**config.mk**
```make
export PLATFORM = sky130hd
export DESIGN_NAME = mem_port_arbiter
export DESIGN_NICKNAME = d
export VERILOG_FILES = /design/src/rtl/mem_port_arbiter.sv
export SDC_FILE = /design/constraint.sdc
export NUM_CORES = 1
export LEC_CHECK = 0
export CAP_MARGIN = 0
export CORE_MARGIN = 2
export CORE_UTILIZATION = 37
export DETAILED_ROUTE_END_ITERATION = 10
export MAX_ROUTING_LAYER = met4
export PLACE_DENSITY = 0.8
export SETUP_SLACK_MARGIN = 0.2
export SLEW_MARGIN = 10
export SYNTH_ARGS = -nofsm -noshare
export SYNTH_HDL_FRONTEND = slang
export SYNTH_SLANG_ARGS = --single-unit
```
**constraint.sdc**
```tcl
create_clock -name iClk -period 1.8 [get_ports iClk]
set_input_delay 0.36 -clock iClk [delete_from_list [all_inputs] [get_ports iClk]]
set_output_delay 0.36 -clock iClk [all_outputs]
set_load 0.02 [all_outputs]
```
**src/rtl/mem_port_arbiter.sv**
```systemverilog
`default_nettype none
// +----------------------------------------------------------------------------+
// | Module   : mem_port_arbiter                                                 |
// | Function : N-channel round-robin arbiter in front of a single memory port  |
// |            with registered strobes, one-cycle ack and optional timeout.    |
// | Revision : 1.0                                                             |
// +----------------------------------------------------------------------------+
module mem_port_arbiter #(
    parameter int NUM_CH  = 2,
    parameter int ADDR_W  = 32,
    parameter int DATA_W  = 32,
    parameter int TIMEOUT = 0
) (
    input  logic                     iClk,
    input  logic                     iRst,
    input  logic [NUM_CH-1:0]        iReq,
    input  logic [NUM_CH-1:0]        iWe,
    input  logic [NUM_CH*ADDR_W-1:0] iAddr,
    input  logic [NUM_CH*DATA_W-1:0] iWData,
    output logic [NUM_CH-1:0]        oGnt,
    output logic [NUM_CH-1:0]        oAck,
    output logic [DATA_W-1:0]        oRData,
    output logic                     oErr,
    output logic [ADDR_W-1:0]        oMemAddr,
    output logic [DATA_W-1:0]        oMemData,
    output logic                     oMemRead,
    output logic                     oMemWrite,
    input  logic [DATA_W-1:0]        iMemData,
    input  logic                     iMemRdy
);

    localparam int c_ptr_w = (NUM_CH > 1) ? $clog2(NUM_CH) : 1;
    localparam int c_cnt_w = (TIMEOUT > 1) ? $clog2(TIMEOUT) : 1;
    localparam logic [c_cnt_w-1:0] c_cnt_last = c_cnt_w'((TIMEOUT > 0) ? TIMEOUT - 1 : 0);
    localparam logic [NUM_CH-1:0]  c_one      = NUM_CH'(1);

    localparam logic [1:0] c_st_idle = 2'd0;
    localparam logic [1:0] c_st_busy = 2'd1;
    localparam logic [1:0] c_st_resp = 2'd2;

    function automatic int wrap_idx(input int base, input int off);
        return (base + off) % NUM_CH;
    endfunction

    logic [1:0]         r_state, w_state_nxt;
    logic [c_ptr_w-1:0] r_ptr, r_ch, w_ptr_nxt, w_ch_nxt, w_sel, w_ptr_inc;
    logic [c_cnt_w-1:0] r_cnt, w_cnt_nxt;
    logic [NUM_CH-1:0]  r_gnt, r_ack, w_gnt_nxt, w_ack_nxt;
    logic [DATA_W-1:0]  r_rdata, w_rdata_nxt, r_mem_data, w_mem_data_nxt, w_sel_data;
    logic [ADDR_W-1:0]  r_mem_addr, w_mem_addr_nxt, w_sel_addr;
    logic               r_err, w_err_nxt, r_mem_rd, w_mem_rd_nxt, r_mem_wr, w_mem_wr_nxt;
    logic               w_any, w_sel_we, w_expire;

    // First requester at or after the pointer, wrapping; served channel moves to lowest priority.
    always_comb begin
        w_any      = 1'b0;
        w_sel      = '0;
        w_sel_addr = '0;
        w_sel_data = '0;
        w_sel_we   = 1'b0;
        for (int i = 0; i < NUM_CH; i++) begin
            if (!w_any && iReq[wrap_idx(int'(r_ptr), i)]) begin
                w_any      = 1'b1;
                w_sel      = c_ptr_w'(wrap_idx(int'(r_ptr), i));
                w_sel_addr = iAddr[wrap_idx(int'(r_ptr), i)*ADDR_W +: ADDR_W];
                w_sel_data = iWData[wrap_idx(int'(r_ptr), i)*DATA_W +: DATA_W];
                w_sel_we   = iWe[wrap_idx(int'(r_ptr), i)];
            end
        end
    end

    assign w_ptr_inc = c_ptr_w'(wrap_idx(int'(r_ch), 1));
    assign w_expire  = (TIMEOUT > 0) && (r_cnt == c_cnt_last);

    always_ff @(posedge iClk) begin
        if (iRst) begin
            r_state    <= c_st_idle;
            r_ptr      <= '0;
            r_ch       <= '0;
            r_cnt      <= '0;
            r_gnt      <= '0;
            r_ack      <= '0;
            r_err      <= 1'b0;
            r_rdata    <= '0;
            r_mem_addr <= '0;
            r_mem_data <= '0;
            r_mem_rd   <= 1'b0;
            r_mem_wr   <= 1'b0;
        end else begin
            r_state    <= w_state_nxt;
            r_ptr      <= w_ptr_nxt;
            r_ch       <= w_ch_nxt;
            r_cnt      <= w_cnt_nxt;
            r_gnt      <= w_gnt_nxt;
            r_ack      <= w_ack_nxt;
            r_err      <= w_err_nxt;
            r_rdata    <= w_rdata_nxt;
            r_mem_addr <= w_mem_addr_nxt;
            r_mem_data <= w_mem_data_nxt;
            r_mem_rd   <= w_mem_rd_nxt;
            r_mem_wr   <= w_mem_wr_nxt;
        end
    end

    always_comb begin
        w_state_nxt = r_state;
        case (r_state)
            c_st_idle: if (w_any) w_state_nxt = c_st_busy;
            c_st_busy: if (iMemRdy || w_expire) w_state_nxt = c_st_resp;
            default:   w_state_nxt = c_st_idle;
        endcase
    end

    // Next values for every registered output; iMemRdy beats a coincident timeout.
    always_comb begin
        w_ptr_nxt      = r_ptr;
        w_ch_nxt       = r_ch;
        w_cnt_nxt      = r_cnt;
        w_gnt_nxt      = r_gnt;
        w_ack_nxt      = r_ack;
        w_err_nxt      = r_err;
        w_rdata_nxt    = r_rdata;
        w_mem_addr_nxt = r_mem_addr;
        w_mem_data_nxt = r_mem_data;
        w_mem_rd_nxt   = r_mem_rd;
        w_mem_wr_nxt   = r_mem_wr;
        case (r_state)
            c_st_idle: begin
                if (w_any) begin
                    w_ch_nxt       = w_sel;
                    w_gnt_nxt      = c_one << w_sel;
                    w_mem_addr_nxt = w_sel_addr;
                    w_mem_data_nxt = w_sel_data;
                    w_mem_rd_nxt   = ~w_sel_we;
                    w_mem_wr_nxt   = w_sel_we;
                    w_cnt_nxt      = '0;
                end
            end
            c_st_busy: begin
                w_cnt_nxt = r_cnt + 1'b1;
                if (iMemRdy) begin
                    if (r_mem_rd) w_rdata_nxt = iMemData;
                    w_ack_nxt    = c_one << r_ch;
                    w_mem_rd_nxt = 1'b0;
                    w_mem_wr_nxt = 1'b0;
                    w_ptr_nxt    = w_ptr_inc;
                end else if (w_expire) begin
                    w_rdata_nxt  = '0;
                    w_ack_nxt    = c_one << r_ch;
                    w_err_nxt    = 1'b1;
                    w_mem_rd_nxt = 1'b0;
                    w_mem_wr_nxt = 1'b0;
                    w_ptr_nxt    = w_ptr_inc;
                end
            end
            default: begin
                w_gnt_nxt = '0;
                w_ack_nxt = '0;
                w_err_nxt = 1'b0;
                w_cnt_nxt = '0;
            end
        endcase
    end

    assign oGnt      = r_gnt;
    assign oAck      = r_ack;
    assign oErr      = r_err;
    assign oRData    = r_rdata;
    assign oMemAddr  = r_mem_addr;
    assign oMemData  = r_mem_data;
    assign oMemRead  = r_mem_rd;
    assign oMemWrite = r_mem_wr;

endmodule
`default_nettype wire
```
### Yosys cells after proc, flatten, opt, wreduce, memory -nomap -nowiden

Cells that the tools add are included.

* add/subtract/negate cells: 2
* $mul: 0
* div/mod/pow operators: 0
* magnitude comparators: 2
* equal/unequal tests: 3
* shift-type cells: 6
* mux-type cells: 32
* bitwise gates (word level): 4
* reductions and logical operators: 11

Operator list (number)
* $shiftx A64 B7 Y32: 4
* $mux W32: 4
* $mux W1: 19
* $pmux W2 S2: 3
* $reduce_and A2 Y1: 5
* $mux W2: 4
* $reduce_and A3 Y1: 2
* $ne A2 B2 Y1 const B: 2
* $pmux W1 S2: 2
* $shl A1 B1 Y2 const A: 2
* $lt A2 B3 Y1 const B: 1
* $not A1 Y1: 3
* $add A1 B1 Y1 const B: 2
* $eq A2 B1 Y1 const B: 1
* $logic_not A2 Y1: 1
* $lt A1 B2 Y1 const B: 1
* $reduce_bool A2 Y1: 1
* $and A1 B1 Y1 const A: 1
* $logic_and A1 B1 Y1: 1
* $logic_not A1 Y1: 1

* register bits after elaboration: 106
* latch bits: 0
* memory bits (writable): 0
* ROM bits: 0
* input port bits: 167
* output and inout bits: 103
* memories: 0

### Depth between registers and ports, before layout

* depth after elaboration: 10
* depth in mapped cells: 6

### Worst setup path after synthesis

OpenSTA, ideal clock, no wires.

* kind: input -> register
* from: in iReq[1]
* to: reg r_mem_addr[0] (netlist: oMemAddr[0])
* setup time: 0.137 ns
* arrival time: 1.251 ns
* required time: 1.663 ns
* path slack: 0.411 ns
* stages on the path: 6
* cell sequence: buf_2 -> or2_1 -> buf_4 -> buf_2 -> a21oi_1 -> a211oi_1

* longest elaborated chain between the ends: 7
* elaborated cells between the ends (all ways): 12
* those cells by class: mux (9); reduce/logical (3)

RTL lines
* start, declared: RTL line 16 `input logic [NUM_CH-1:0] iReq,`
* $mux W1 (implied by the code) (2 in a row): RTL line 62 `if (!w_any && iReq[wrap_idx(int'(r_ptr), i)]) begin`
* $mux W1: RTL line 62
* $logic_not A1 Y1: RTL line 62
* $logic_and A1 B1 Y1: RTL line 62
* $mux W1: RTL line 62
* $reduce_and A2 Y1 (no source line)
* end signal, assigned: RTL line 98 `r_mem_addr <= w_mem_addr_nxt;`
* end, declared: RTL line 50 `logic [ADDR_W-1:0] r_mem_addr, w_mem_addr_nxt, w_sel_addr;`

Parallel ways exist; a longest one is shown, timed or not. The select of a mux whose other input is x is not followed.
A chain may end at the register's enable or synchronous reset.

### Worst setup path in the final report

* from: reg r_mem_rd (netlist: oMemRead)
* to: out oMemRead

RTL lines
* start, declared: RTL line 51 `logic r_err, w_err_nxt, r_mem_rd, w_mem_rd_nxt, r_mem_wr, w_mem_wr_nxt;`
* start signal, assigned: RTL line 100 `r_mem_rd <= w_mem_rd_nxt;`
* end, declared: RTL line 26 `output logic oMemRead,`

No word-level cell between the ends.

==> flow_metrics.env <==
export IMPL_antenna_left=0
export IMPL_drive_gt1_share_pct=6.36
export IMPL_post_cts_buffers=0
export IMPL_netlist_area_mm2=0.00445
export IMPL_clock_path_buffers=2
export IMPL_setup_ws_ns=0.348
export IMPL_std_cell_rows=40
export IMPL_worstReg2RegStart="r_ptr$_SDFFE_PP0P_"
export IMPL_clock_fmax_mhz=689
export IMPL_vias=4987
export IMPL_ys_warnings_count=0
export IMPL_syn_avg_cell_area_um2=8.95
export IMPL_firstDrtPassIters=4
export IMPL_cp_num_cells=1
export IMPL_synthFlopType="dfxtp_1"
export IMPL_cp_start_kind="flip-flop"
export IMPL_fillers=996
export IMPL_synthDistinctLibCells=31
export IMPL_viasPerCell=5.63
export IMPL_cts_sinks=106
export IMPL_final_max_slew_violation_count=0
export IMPL_grt_overflow=0
export IMPL_core_mm2=0.0119
export IMPL_r2r_setup_slack_ns=0.37
export IMPL_leakage_nw=3.04
export IMPL_fin_skew_ns=0.00498
export IMPL_p_total_mw=6.46
export IMPL_htreeDepth=3
export IMPL_endpoint_kind="primary output"
export IMPL_cp_slowest_stage_delay_ns=0.38
export IMPL_die_h_um=114
export IMPL_path_clk_slew_ns=0.07
export IMPL_synth_top_area_share_pct=47.7
export IMPL_initial_core_util_pct=37.5
export IMPL_layout_area_overhead_vs_synth_pct=69.2
export IMPL_ys_ff_latch=106
export IMPL_cp_startpoint="oMemRead$_SDFFE_PP0P_"
export IMPL_cts_buffers=9
export IMPL_hpwl_mm=11.1
export IMPL_cp_max_fo=4
export IMPL_antenna_found_initial=0
export IMPL_dp_slack_ns=-0.148
export IMPL_grt_pass1_vias=5057
export IMPL_synth_nets=664
export IMPL_maxCapViolations=0
export IMPL_ys_top_cells_by_area="dfxtp_1, a32oi_1, a21oi_1"
export IMPL_cp_slowest_cell="dfxtp_1"
export IMPL_hp_class="in2reg"
export IMPL_grt_max_degree=60
export IMPL_setup_violations_final=0
export IMPL_cts_tree="done"
export IMPL_dpl_cell_area_mm2=0.00728
export IMPL_gp_congestion=0.802
export IMPL_outcome="finished clean"
export IMPL_cp_top_family="flip-flops"
export IMPL_die_w_um=114
export IMPL_crit_end="oMemRead"
export IMPL_io_buffers=268
export IMPL_post_route_cell_area_mm2=0.00753
export IMPL_gr_usage_all_layers_pct=24.2
export IMPL_cts_root_buf="clkbuf_16"
export IMPL_path_buf_inv=1
export IMPL_r2r_end="oMemData[23]$_SDFFE_PP0P_"
export IMPL_whs_ns=0.386
export IMPL_die_area_mm2=0.0129
export IMPL_wire_per_inst_um=18.1
export IMPL_final_core_util_pct=63.5
export IMPL_insertion_delay_ns=0.34
export IMPL_ir_drop_mv=0.560
export IMPL_timing_final_crit_share_pct=80.6
export IMPL_drc=0
export IMPL_ys_seq_area_share_pct=47.7
export IMPL_worstPathArrival_ns=1.09
export IMPL_worstSetupPathType="reg2out"
export IMPL_grt_first_pass_wirelength_mm=24.5
export IMPL_diodes=0
export IMPL_drtIter0Drc=328
export IMPL_p_per_area_mw_per_mm2=858
export IMPL_layout_nets=901
export IMPL_syn_inst=497
export IMPL_cp_required_ns=1.44
export IMPL_routed_wl_mm=16.0
export IMPL_synth_async_sr_flop_share_pct=0
export IMPL_synth_edf_count=0
export IMPL_yosysTopAreaCell="dfxtp_1"
export IMPL_cp_cell_sequence="dlygate4sd2_1"
export IMPL_fin_crit_ns=1.45
export IMPL_hold_violations=0
export IMPL_io_pins=270
export IMPL_rsz0062_at_grt="no"
export IMPL_r2r_cells=4
-- worst register-to-register path: cells and delay by family (launching register included) --
family	cells	cell delay (ns)
AOI/OAI and AO/OA	2	0.42
buffers and inverters	1	0.28
DFF	1	0.42
and+or+nand+nor	1	0.23
-- cells in the final DEF (no fill, tap or decap), types with 2 or more instances in the layout --
cell type / netlist / layout
nand2b_1: 3 / 2
clkbuf_16: 0 / 10
a211oi_1: 64 / 62
nor2b_1: 2 / 2
nor2_1: 3 / 3
nor3_1: 4 / 4
a32oi_1: 65 / 65
dlygate4sd2_1: 0 / 102
mux2i_1: 3 / 3
nand2_1: 66 / 66
buf_4: 8 / 13
a32o_1: 2 / 2
inv_1: 2 / 2
inv_6: 0 / 3
buf_12: 0 / 8
clkdlybuf4s50_1: 0 / 163
a21oi_1: 98 / 98
bufinv_16: 0 / 2
dfxtp_1: 106 / 106
a211oi_2: 0 / 2
-- how the worst min path moves through the flow --
| stage | startpoint | end | slack (ns) | cells after the start |
|---|---|---|---|---|
| 2_1_floorplan | iMemData[10] | oRData[10]$_SDFFE_PP0P_ | 0.50 | 2 |
| 3_3_place_gp | oRData[24]$_SDFFE_PP0P_ | oRData[24]$_SDFFE_PP0P_ | 0.44 | 2 |
| 3_5_place_dp | oRData[20]$_SDFFE_PP0P_ | oRData[20]$_SDFFE_PP0P_ | 0.45 | 2 |
| 4_1_cts | iRst | r_state[1]$_SDFFE_PP0P_ | 0.37 | 2 |
| 5_1_grt | iRst | oRData[26]$_SDFFE_PP0P_ | 0.40 | 2 |
| 6_report | iRst | r_state[1]$_SDFFE_PP0P_ | 0.39 | 2 |
-- cells by family (layout without fill, tap and decap cells) --
kind of cell,Yosys count,after routing,share of synthesized area (%)
AO/OA/AOI/OAI,234,234,36.0
buffers and inverters,66,308,6.94
flip-flops,106,106,47.7
multiplexers,3,3,0.675
other,1,1,0.0843
AND/OR/NAND/NOR,87,87,8.60
-- metal layers --
layer  share of wire (%)  track usage (%)  wire length [um]
met1                  41             27.7              6500
met2                  50             42.2              7950
met3                 7.4             3.99              1180
met4                 2.6             10.2               411
met5                   0                -                 0
-- state kept, by name (all words and copies together) (netlist names) --
register,cells
oGnt,2
r_state,2
oMemAddr,32
r_ptr,1
r_ch,1
oMemWrite,1
oRData,32
oAck,2
oMemData,32
oMemRead,1
-- power by group --
group / switching [mW] / internal, mW
Sequential: 0.116 / 2.54
Combinational: 0.850 / 0.788
Clock: 0.895 / 1.28
Total: 1.86 / 4.60
-- cell usage after synthesis (2+ instances only) --
| cell type | count |
|---|---|
| nand2_1 | 66 |
| a32o_1 | 2 |
| nor2b_1 | 2 |
| a211oi_1 | 64 |
| nor2_1 | 3 |
| a32oi_1 | 65 |
| dfxtp_1 | 106 |
| inv_1 | 2 |
| clkbuf_1 | 30 |
| a21oi_1 | 98 |
| nor3_1 | 4 |
| buf_2 | 25 |
| buf_4 | 8 |
| mux2i_1 | 3 |
| nand2b_1 | 3 |
-- stage by stage --
stage	TNS, ns	std cells
finish	0	886
global route	0	886
CTS	0	885
detailed placement	-4.39	869
global placement	-0.578	869
floorplan	0	497
-- repair_timing --
action                                  in CTS  in global routing
gates cloned                                 0                  1
resized for setup                          103                  4
endpoints found under the setup margin     103                 24
hold buffers                                 0                  0
-- final cells by class --
cell class	count	area, um2	area share, %
clock buffer	10	239	3.17
clock inverter	6	95.1	1.26
inverter	2	7.51	0.0997
multi-input combinational	325	2040	27.1
sequential	106	2120	28.2
tap	147	184	2.44
timing repair buffer	290	2840	37.7
Power figures use the tool's default switching activity.
